===== src/rtl/equeue_int_param_pkg.sv =====
// Shared defaults, opcode encodings and entry record for the integer issue queue.
// The record types use the default widths and serve as the reference shape of one slot.
package equeue_int_param_pkg;

    localparam int DEPTH_DEF  = 4;
    localparam int DATA_W_DEF = 32;
    localparam int TAG_W_DEF  = 6;
    localparam int OPC_W_DEF  = 6;

    typedef enum logic [OPC_W_DEF-1:0] {
        OPC_ADD = 6'h20,
        OPC_SUB = 6'h22,
        OPC_AND = 6'h24,
        OPC_OR  = 6'h25,
        OPC_SLT = 6'h2A
    } opcode_e;

    typedef struct packed {
        logic                  ready;
        logic [TAG_W_DEF-1:0]  tag;
        logic [DATA_W_DEF-1:0] data;
    } operand_t;

    typedef struct packed {
        logic                 valid;
        logic [OPC_W_DEF-1:0] opcode;
        logic [TAG_W_DEF-1:0] rd_tag;
        operand_t             rs;
        operand_t             rt;
    } entry_t;

endpackage


===== src/rtl/equeue_int_param_iq_operand.sv =====
// One source-operand slot. The top selects what this slot should hold next
// (itself, its upper neighbour, or the dispatch port); CDB capture is applied on the way in.
module equeue_int_param_iq_operand #(
    parameter int TAG_W  = 6,
    parameter int DATA_W = 32
) (
    input  logic              clk,
    input  logic              rst,
    input  logic              src_ready_i,
    input  logic [TAG_W-1:0]  src_tag_i,
    input  logic [DATA_W-1:0] src_data_i,
    input  logic              cdb_valid_i,
    input  logic [TAG_W-1:0]  cdb_tag_i,
    input  logic [DATA_W-1:0] cdb_data_i,
    output logic              ready_o,
    output logic [TAG_W-1:0]  tag_o,
    output logic [DATA_W-1:0] data_o
);
    logic              ready_q, ready_d;
    logic [TAG_W-1:0]  tag_q, tag_d;
    logic [DATA_W-1:0] data_q, data_d;
    logic              hit;

    always_comb begin
        hit     = !src_ready_i && cdb_valid_i && (src_tag_i == cdb_tag_i);
        ready_d = src_ready_i | hit;
        tag_d   = src_tag_i;
        data_d  = hit ? cdb_data_i : src_data_i;
    end

    always_ff @(posedge clk) begin
        if (!rst) begin
            ready_q <= 1'b0;
            tag_q   <= '0;
            data_q  <= '0;
        end else begin
            ready_q <= ready_d;
            tag_q   <= tag_d;
            data_q  <= data_d;
        end
    end

    assign ready_o = ready_q;
    assign tag_o   = tag_q;
    assign data_o  = data_q;

endmodule


===== src/rtl/equeue_int_param.sv =====
// Integer issue queue: compacted, age-ordered entries (slot 0 oldest), CDB wakeup,
// oldest-ready select and shift-down compaction on issue.
module equeue_int_param
    import equeue_int_param_pkg::*;
#(
    parameter int DEPTH  = DEPTH_DEF,
    parameter int DATA_W = DATA_W_DEF,
    parameter int TAG_W  = TAG_W_DEF,
    parameter int OPC_W  = OPC_W_DEF
) (
    input  logic              clk,
    input  logic              rst,
    input  logic              flush,
    input  logic              dispatch_en,
    output logic              dispatch_ready,
    input  logic [OPC_W-1:0]  dispatch_opcode,
    input  logic [TAG_W-1:0]  dispatch_rd_tag,
    input  logic [DATA_W-1:0] dispatch_rs_data,
    input  logic [DATA_W-1:0] dispatch_rt_data,
    input  logic [TAG_W-1:0]  dispatch_rs_tag,
    input  logic [TAG_W-1:0]  dispatch_rt_tag,
    input  logic              dispatch_rsvalid,
    input  logic              dispatch_rtvalid,
    input  logic              cdb_valid,
    input  logic [TAG_W-1:0]  cdb_tag,
    input  logic [DATA_W-1:0] cdb_data,
    output logic              issue_valid,
    input  logic              issue_ready,
    output logic [OPC_W-1:0]  issue_opcode,
    output logic [DATA_W-1:0] issue_rs_data,
    output logic [DATA_W-1:0] issue_rt_data,
    output logic [TAG_W-1:0]  issue_rd_tag
);
    localparam int CW = $clog2(DEPTH + 1);
    localparam int SW = $clog2(DEPTH);

    logic [CW-1:0]     count_q, count_d, surv;
    logic [DEPTH-1:0]  valid_q, valid_d;
    logic [OPC_W-1:0]  opc_q [DEPTH];
    logic [OPC_W-1:0]  opc_d [DEPTH];
    logic [TAG_W-1:0]  rd_q  [DEPTH];
    logic [TAG_W-1:0]  rd_d  [DEPTH];

    // operand index 0 is rs, 1 is rt
    logic              op_rdy   [2][DEPTH];
    logic [TAG_W-1:0]  op_tag   [2][DEPTH];
    logic [DATA_W-1:0] op_data  [2][DEPTH];
    logic              src_rdy  [2][DEPTH];
    logic [TAG_W-1:0]  src_tag  [2][DEPTH];
    logic [DATA_W-1:0] src_data [2][DEPTH];
    logic              dsp_rdy  [2];
    logic [TAG_W-1:0]  dsp_tag  [2];
    logic [DATA_W-1:0] dsp_data [2];

    logic          found, fire, accept;
    logic [SW-1:0] sel;

    assign dsp_rdy[0]  = dispatch_rsvalid;
    assign dsp_rdy[1]  = dispatch_rtvalid;
    assign dsp_tag[0]  = dispatch_rs_tag;
    assign dsp_tag[1]  = dispatch_rt_tag;
    assign dsp_data[0] = dispatch_rs_data;
    assign dsp_data[1] = dispatch_rt_data;

    for (genvar k = 0; k < 2; k++) begin : g_op
        for (genvar i = 0; i < DEPTH; i++) begin : g_slot
            equeue_int_param_iq_operand #(
                .TAG_W (TAG_W),
                .DATA_W(DATA_W)
            ) u_operand (
                .clk        (clk),
                .rst        (rst),
                .src_ready_i(src_rdy[k][i]),
                .src_tag_i  (src_tag[k][i]),
                .src_data_i (src_data[k][i]),
                .cdb_valid_i(cdb_valid),
                .cdb_tag_i  (cdb_tag),
                .cdb_data_i (cdb_data),
                .ready_o    (op_rdy[k][i]),
                .tag_o      (op_tag[k][i]),
                .data_o     (op_data[k][i])
            );
        end
    end

    // Descending scan so the lowest (oldest) ready slot wins.
    always_comb begin
        found = 1'b0;
        sel   = '0;
        for (int i = DEPTH - 1; i >= 0; i--) begin
            if (valid_q[i] && op_rdy[0][i] && op_rdy[1][i]) begin
                found = 1'b1;
                sel   = SW'(i);
            end
        end
    end

    assign fire   = found && issue_ready;
    assign accept = dispatch_en && dispatch_ready && !flush;
    assign surv   = count_q - CW'(fire);

    always_comb begin
        for (int k = 0; k < 2; k++) begin
            for (int i = 0; i < DEPTH; i++) begin
                src_rdy[k][i]  = op_rdy[k][i];
                src_tag[k][i]  = op_tag[k][i];
                src_data[k][i] = op_data[k][i];
            end
        end
        for (int i = 0; i < DEPTH; i++) begin
            opc_d[i] = opc_q[i];
            rd_d[i]  = rd_q[i];
        end
        // close the gap left by the issuing entry
        for (int i = 0; i < DEPTH - 1; i++) begin
            if (fire && SW'(i) >= sel) begin
                opc_d[i] = opc_q[i+1];
                rd_d[i]  = rd_q[i+1];
                for (int k = 0; k < 2; k++) begin
                    src_rdy[k][i]  = op_rdy[k][i+1];
                    src_tag[k][i]  = op_tag[k][i+1];
                    src_data[k][i] = op_data[k][i+1];
                end
            end
        end
        for (int i = 0; i < DEPTH; i++) begin
            if (accept && CW'(i) == surv) begin
                opc_d[i] = dispatch_opcode;
                rd_d[i]  = dispatch_rd_tag;
                for (int k = 0; k < 2; k++) begin
                    src_rdy[k][i]  = dsp_rdy[k];
                    src_tag[k][i]  = dsp_tag[k];
                    src_data[k][i] = dsp_data[k];
                end
            end
        end
        count_d = flush ? '0 : surv + CW'(accept);
        for (int i = 0; i < DEPTH; i++) begin
            valid_d[i] = !flush && (CW'(i) < count_d);
        end
    end

    always_ff @(posedge clk) begin
        if (!rst) begin
            count_q <= '0;
            valid_q <= '0;
            for (int i = 0; i < DEPTH; i++) begin
                opc_q[i] <= '0;
                rd_q[i]  <= '0;
            end
        end else begin
            count_q <= count_d;
            valid_q <= valid_d;
            for (int i = 0; i < DEPTH; i++) begin
                opc_q[i] <= opc_d[i];
                rd_q[i]  <= rd_d[i];
            end
        end
    end

    assign dispatch_ready = (count_q < CW'(DEPTH));
    assign issue_valid    = found;
    assign issue_opcode   = found ? opc_q[sel]      : '0;
    assign issue_rd_tag   = found ? rd_q[sel]       : '0;
    assign issue_rs_data  = found ? op_data[0][sel] : '0;
    assign issue_rt_data  = found ? op_data[1][sel] : '0;

endmodule


===== config.mk =====
export PLATFORM = sky130hd
export DESIGN_NAME = equeue_int_param
export DESIGN_NICKNAME = d
export VERILOG_FILES = /design/src/rtl/equeue_int_param_pkg.sv /design/src/rtl/equeue_int_param_iq_operand.sv /design/src/rtl/equeue_int_param.sv
export SDC_FILE = /design/constraint.sdc
export NUM_CORES = 1
export LEC_CHECK = 0
export ABC_AREA = 1
export ABC_CLOCK_PERIOD_IN_PS = 4490
export CAP_MARGIN = 40
export CORE_MARGIN = 5
export CORE_UTILIZATION = 59
export DETAILED_ROUTE_END_ITERATION = 12
export GPL_ROUTABILITY_DRIVEN = 1
export PLACE_DENSITY = 0.83
export SYNTH_ARGS = -nofsm -noshare
export SYNTH_HDL_FRONTEND = slang
export SYNTH_SLANG_ARGS = --single-unit

===== constraint.sdc =====
create_clock -name clk -period 4.49 [get_ports clk]
set_input_delay 0.6735 -clock clk [delete_from_list [all_inputs] [get_ports clk]]
set_output_delay 0.6735 -clock clk [all_outputs]
set_load 0.005 [all_outputs]

After elaboration in Yosys (flattened, before gate mapping)
Memory sizes are Yosys's and may differ from the RTL's.
Cells that the tools add are included.
{"block": "op_classes", "add_sub_neg": 2, "magnitude_cmp": 9, "n_eq_ne": 12, "n_mux": 93, "n_bitwise": 17, "reduce_logical": 57}
{"op": "$mux W32", "count": 28}
{"op": "$mux W6", "count": 38}
{"op": "$bmux W32 S2", "count": 2}
{"op": "$eq A6 B6 Y1", "count": 8}
{"op": "$logic_and A1 B1 Y1", "count": 38}
{"op": "$mux W1", "count": 20}
{"op": "$reduce_bool A3 Y1", "count": 6}
{"op": "$or A1 B1 Y1", "count": 16}
{"op": "$logic_not A1 Y1", "count": 9}
{"op": "$mux W2", "count": 4}
{"op": "$eq A2 B3 Y1 const A", "count": 2}
{"op": "$lt A1 B3 Y1 const A", "count": 2}
{"op": "$lt A2 B3 Y1 const A", "count": 2}
{"op": "$ge A1 B2 Y1 const A", "count": 2}
{"op": "$reduce_bool A2 Y1", "count": 2}
{"op": "$add A3 B1 Y3", "count": 1}
{"op": "$eq A1 B3 Y1 const A", "count": 1}
{"op": "$ge A3 B3 Y1 const B", "count": 1}
{"op": "$logic_not A3 Y1", "count": 1}
{"op": "$lt A3 B3 Y1 const B", "count": 1}
{"op": "$mux W3", "count": 1}
{"op": "$not A2 Y3", "count": 1}
{"op": "$sub A3 B1 Y3", "count": 1}
{"op": "$ge A2 B2 Y1 const A", "count": 1}
{"op": "other kinds (2)", "count": 2}
{"block": "word_totals", "ff_bits": 319, "mem_bits_rw": 48, "word_cells": 218, "mem_count": 2}
{"memory": "opc_q", "depth": 4, "width": 6, "read_ports": 4, "rd_clocked_by_memory_dff": 0, "wr": 4, "line_no": "equeue_int_param.sv:39", "rtl": "logic [OPC_W-1:0] opc_q [DEPTH];"}
{"memory": "rd_q", "depth": 4, "width": 6, "read_ports": 4, "rd_clocked_by_memory_dff": 0, "wr": 4, "line_no": "equeue_int_param.sv:41", "rtl": "logic [TAG_W-1:0] rd_q [DEPTH];"}

Logic depth before layout (Yosys ltp)
{"block": "logic_depth", "word_depth": 15, "mapped_depth": 25, "depth_no_buf": 21}

Cells and area by module
Synthesis repeated with hierarchy kept, for this count alone.
{"block": "unflattened", "cells_unflattened": 4913, "area_unflattened_um2": 27203.6}
{"mod": "equeue_int_param_iq_operand", "instances": 8, "cells_per_inst": 279, "area_per_inst_um2": 1814.2, "seq_area_each_um2": 780.7}
{"mod": "equeue_int_param", "instances": 1, "cells_per_inst": 2681, "area_per_inst_um2": 12689.7, "seq_area_each_um2": 1201.2}

Worst setup path before layout
OpenSTA, ideal clock, no wires.
{"block": "synth_path", "path_type": "in2reg", "start": "input port issue_ready", "end": "register g_op[1].g_slot[0].u_operand.data_q[25]", "setup_ns": 0.110, "arrival_time_ns": 3.335, "setup_slack_ns": 1.045, "cell_stages": 20, "path_buffers": 5, "path_cell_list": "inv_1 > nor2_4 > buf_6 > buf_4 > ha_1 > ha_1 > xnor2_2 > nand4_1 > buf_4 > or2_2 > nand3_1 > nand2_1 > nor2_1 > nand3_2 > buf_2 > buf_2 > nand3_1 > nand3_1 > nand2_1 > inv_1"}
{"block": "synth_via", "elab_chain_len": 9, "elab_cells_between_ends": 16}
{"item": "from (decl)", "line_no": "equeue_int_param.sv:28", "rtl": "input logic issue_ready,"}
{"item": "$logic_and A1 B1 Y1 (*)", "line_no": "equeue_int_param.sv:98", "rtl": "assign fire = found && issue_ready;"}
{"item": "branches (longest 8 deep; another with $sub A3 B1 Y3)"}
{"item": "to (signal assigned)", "line_no": "equeue_int_param_iq_operand.sv:39", "rtl": "data_q <= data_d;"}
{"item": "to (decl)", "line_no": "equeue_int_param_iq_operand.sv:21", "rtl": "logic [DATA_W-1:0] data_q, data_d;"}
Every way passes the cells marked *.
A chain may end at the register's enable or synchronous reset.

==> flow_metrics.env <==
export IMPL_layout_drive_gt1_share_pct=5.169
export IMPL_cts_sinks=366
export IMPL_drt_pass1_iter_count=6
export IMPL_grt_ovfl_total=0
export IMPL_nets=4127
export IMPL_fin_util_pct=68.50
export IMPL_finalSetupViolCount=0
export IMPL_finalWorstSetupSlack_ps=339.4
export IMPL_finalHoldViolCount=0
export IMPL_dp_hpwl_um=53550
export IMPL_max_freq_mhz=240.9
export IMPL_worst_pin_slew_ps=919.7
export IMPL_seqCellArea_sq_um=7447
export IMPL_syn_inst=3977
export IMPL_clk_latency_ps=590
export IMPL_combinationalPowerShare_pct=11.4
export IMPL_r2r_start="valid_q[0]$_SDFF_PN0_"
export IMPL_max_slew_margin_rel_pct=38.69
export IMPL_synth_area_per_cell_sq_um=5.904
export IMPL_initial_utilization_pct=59.37
export IMPL_worstPathRequired_ps=3820
export IMPL_period_share_pct=92.44
export IMPL_ctsResizeCount=0
export IMPL_synth_ff_type="dfxtp_1"
export IMPL_num_rows=73
export IMPL_synth_compound_area_share_pct=17.24
export IMPL_pre_cts_ws_ps=147.0
export IMPL_fp_dieH_um=209.5
export IMPL_cp_slowest_cell="clkdlybuf4s50_1"
export IMPL_finalClockSkew_ps=17.27
export IMPL_critPathCapture="issue_rs_data[31]"
export IMPL_clockRootBuffer="clkbuf_16"
export IMPL_power_density_nw_per_um2=280.3
export IMPL_numCtsBuffers=42
export IMPL_cp_start_kind="register"
export IMPL_place_congestion=0.9446
export IMPL_boundaryPins=212
export IMPL_critPathKind="reg2out"
export IMPL_drc=0
export IMPL_yosys_area_share_simple_pct=38.37
export IMPL_layout_min_cycle_time_ps=4151
export IMPL_dr_first_iter_drc_count=3895
export IMPL_place_port_buffers=211
export IMPL_design_core_area_sq_um=39550
export IMPL_reg2reg_setup_slack_ps=370
export IMPL_reg2reg_to="g_op[1].g_slot[2].u_operand.data_o[4]$_SDFFE_PN0P_"
export IMPL_dr_total_vias=27560
export IMPL_grt_max_degree=112
export IMPL_synthDistinctLibCells=40
export IMPL_avgViaCountPerCell=6.059
export IMPL_switching_share_pct=27.87
export IMPL_synthArstFlopShare_pct=0
export IMPL_leakagePower_nw=11.38
export IMPL_antenna_found_initial=0
export IMPL_synth_top_family_by_area="simple AND/OR/NAND/NOR gates"
export IMPL_synth_adder_area_share_pct=0.1066
export IMPL_clk_pin_slew_ps=60
export IMPL_met1_usage_pct=49.51
export IMPL_max_stage_delay_ps=570
export IMPL_die_area_sq_um=43890
export IMPL_grt_pass1_wl_um=137800
export IMPL_ys_seq_area_share_pct=31.72
export IMPL_cts_tree="yes"
export IMPL_multi_input_comb_area_sq_um=13240
export IMPL_synth_mux_area_fraction_pct=0
export IMPL_use_met2_pct=59.50
export IMPL_critPathArrivalTime_ps=3480
export IMPL_synth_xor_area_share_pct=0.3304
export IMPL_area_delta_synth_final_pct=15.37
export IMPL_crit_path_end_kind="primary output"
export IMPL_grt_busiest_layer="met2"
export IMPL_antenna_left=0
export IMPL_htreeDepth=2
export IMPL_cap_violations=0
export IMPL_diodes=0
export IMPL_pwr_share_clk_pct=44.7
export IMPL_synth_edf_count=12
export IMPL_seqPwrFrac_pct=43.9
export IMPL_routed_wl_um=88450
export IMPL_use_met3_pct=10.04
export IMPL_worstRegToRegCells=16
export IMPL_p_int_mw=5.478
export IMPL_ys_seq_elements=366
export IMPL_grt_pass1_vias=25530
export IMPL_cp_cell_sequence="nand2_1 -> nor2_1 -> nand2_1 -> nand2_1 -> nand2_8 -> inv_4 -> buf_4 -> nor2_1 -> nor2_1 -> o21ai_0 -> a21oi_1 -> clkdlybuf4s50_1"
export IMPL_syn_num_nets=4113
export IMPL_rsz0062_at_grt="no"
export IMPL_cp_startpoint="count_q[2]$_SDFF_PN0_"
export IMPL_crit_fanout=45
export IMPL_post_cts_buffers=0
export IMPL_die_w_um=209.5
export IMPL_cts_hold_buf=0
export IMPL_switchingPower_mw=2.116
export IMPL_cts_buffer_depth=3
export IMPL_min_path_type="reg2reg"
export IMPL_grtUsageTotal_pct=38.47
export IMPL_synth_area_sq_um=23480
export IMPL_setup_tns_ps=0
export IMPL_slew_violations=0
export IMPL_nFillCells=3627
export IMPL_wl_per_cell_um=19.44
export IMPL_peakVddDrop_v=0.0002741
export IMPL_yosys_warnings=0
export IMPL_status="finished clean"
## how the worst min path moves through the flow
stage                                  start                        to  depth (start not counted)
floorplan           opc_q[3][5]$_SDFFE_PN0N_  opc_q[3][5]$_SDFFE_PN0N_                          2
global placement    opc_q[3][3]$_SDFFE_PN0N_  opc_q[3][3]$_SDFFE_PN0N_                          2
detailed placement  opc_q[3][2]$_SDFFE_PN0N_  opc_q[3][2]$_SDFFE_PN0N_                          2
CTS                 opc_q[3][2]$_SDFFE_PN0N_  opc_q[3][2]$_SDFFE_PN0N_                          2
global route         rd_q[3][5]$_SDFFE_PN0N_   rd_q[3][5]$_SDFFE_PN0N_                          2
finish              opc_q[3][2]$_SDFFE_PN0N_  opc_q[3][2]$_SDFFE_PN0N_                          2
## power by group through the flow
stage               sequential (mW)  combinational (mW)  clock, mW
floorplan                      3.40               0.450          0
global placement               3.41               0.813          0
detailed placement             3.41               0.821          0
CTS                            3.34               0.827       3.38
global route                   3.34               0.911       3.52
finish                         3.34               0.866       3.39
## synthesized netlist by cell type, types with 3 or more instances
master      n  area (sq um)
inv_2       7         26.28
nor3_1      3         15.01
nand4_1   113         706.9
o21ai_0   386          1932
a211oi_1   30         225.2
nor2_4      6         67.56
buf_6       6         67.56
nor2_1    649          2436
nand3_2     5         50.05
o21ai_1    24         120.1
a31oi_1    13         81.33
buf_4      15         112.6
xor2_1      7         61.31
edfxtp_1   12         360.4
nor2_2      7         43.79
dfxtp_1   354          7087
nand3_1   407          2037
buf_1      30         112.6
nor4_1      3         18.77
a311oi_1   12         105.1
o211ai_1   66         495.5
o22ai_1     3         18.77
or2_2       4         25.02
clkinv_1    3         11.26
a21oi_1   207          1036
clkbuf_1  195         732.0
inv_1     367          1378
nand2_1   937          3517
buf_2      84         420.4
nand2_2     8         50.05
## routing by layer
metal,part of all wire [%],wire (um)
met2,43,38100
met1,37,32820
met3,15,12830
met5,0,0
met4,5.3,4699
## critical path, delay by kind of cell (launching register included)
family                 cells  cell delay, ps
AO/OA/AOI/OAI              2             330
flip-flops                 1             520
buffers and inverters      3            1370
AND/OR/NAND/NOR            7             660
## metrics by stage
stage	hold slack (ps)	cell area (sq um)	cells	power [mW]
2_1_floorplan	449.7	23480	3977	3.851
3_3_place_gp	468.5	25680	4468	4.219
3_5_place_dp	474.0	25770	4471	4.229
4_1_cts	482.3	27080	4548	7.541
5_1_grt	503.5	27090	4549	7.767
6_report	483.3	27090	4549	7.595
## area by class of cell
type | instances | share of cell area [%]
clock buffer | 62 | 4.416
clock inverter | 15 | 0.4249
inverter | 378 | 5.270
multi-input combinational | 2902 | 48.87
sequential | 366 | 27.49
tap | 525 | 2.425
timing repair buffer | 301 | 11.10
## logic make-up after synthesis
group                      after synthesis
and+or+nand+nor                       2146
AOI/OAI and AO/OA                      745
xor gates and xnor gates                 8
DFF                                    366
adders and majority gates                2
buffers and inverters                  710
## state kept, by name, summed over array words and instances, names as in the netlist
| register | cells |
|---|---|
| g_op.g_slot.u_operand.tag_o | 48 |
| rd_q | 24 |
| count_q | 3 |
| g_op.g_slot.u_operand.data_o | 256 |
| opc_q | 24 |
| valid_q | 3 |
| g_op.g_slot.u_operand.ready_o | 8 |
## cell usage in the layout (no fill, tap or decap), types with 7 or more instances in the layout
| cell | synthesis | routed |
|---|---|---|
| xor2_1 | 7 | 7 |
| buf_4 | 15 | 75 |
| a311oi_1 | 12 | 12 |
| o211ai_1 | 66 | 66 |
| a21oi_1 | 207 | 207 |
| inv_2 | 7 | 8 |
| dfxtp_1 | 354 | 354 |
| buf_12 | 0 | 13 |
| nand4_1 | 113 | 113 |
| a31oi_1 | 13 | 13 |
| nand3_1 | 407 | 407 |
| clkinv_2 | 1 | 9 |
| nand2_2 | 8 | 9 |
| nor2_4 | 6 | 8 |
| clkbuf_16 | 0 | 42 |
| nor2_1 | 649 | 643 |
| nand2_1 | 937 | 933 |
| clkdlybuf4s50_1 | 0 | 210 |
| nor2_2 | 7 | 11 |
| inv_1 | 367 | 365 |
| o21ai_1 | 24 | 24 |
| clkbuf_1 | 195 | 13 |
| a211oi_1 | 30 | 30 |
| clkbuf_8 | 0 | 7 |
| edfxtp_1 | 12 | 12 |
| o21ai_0 | 386 | 386 |
No activity file was read; power rests on OpenSTA's default activity.
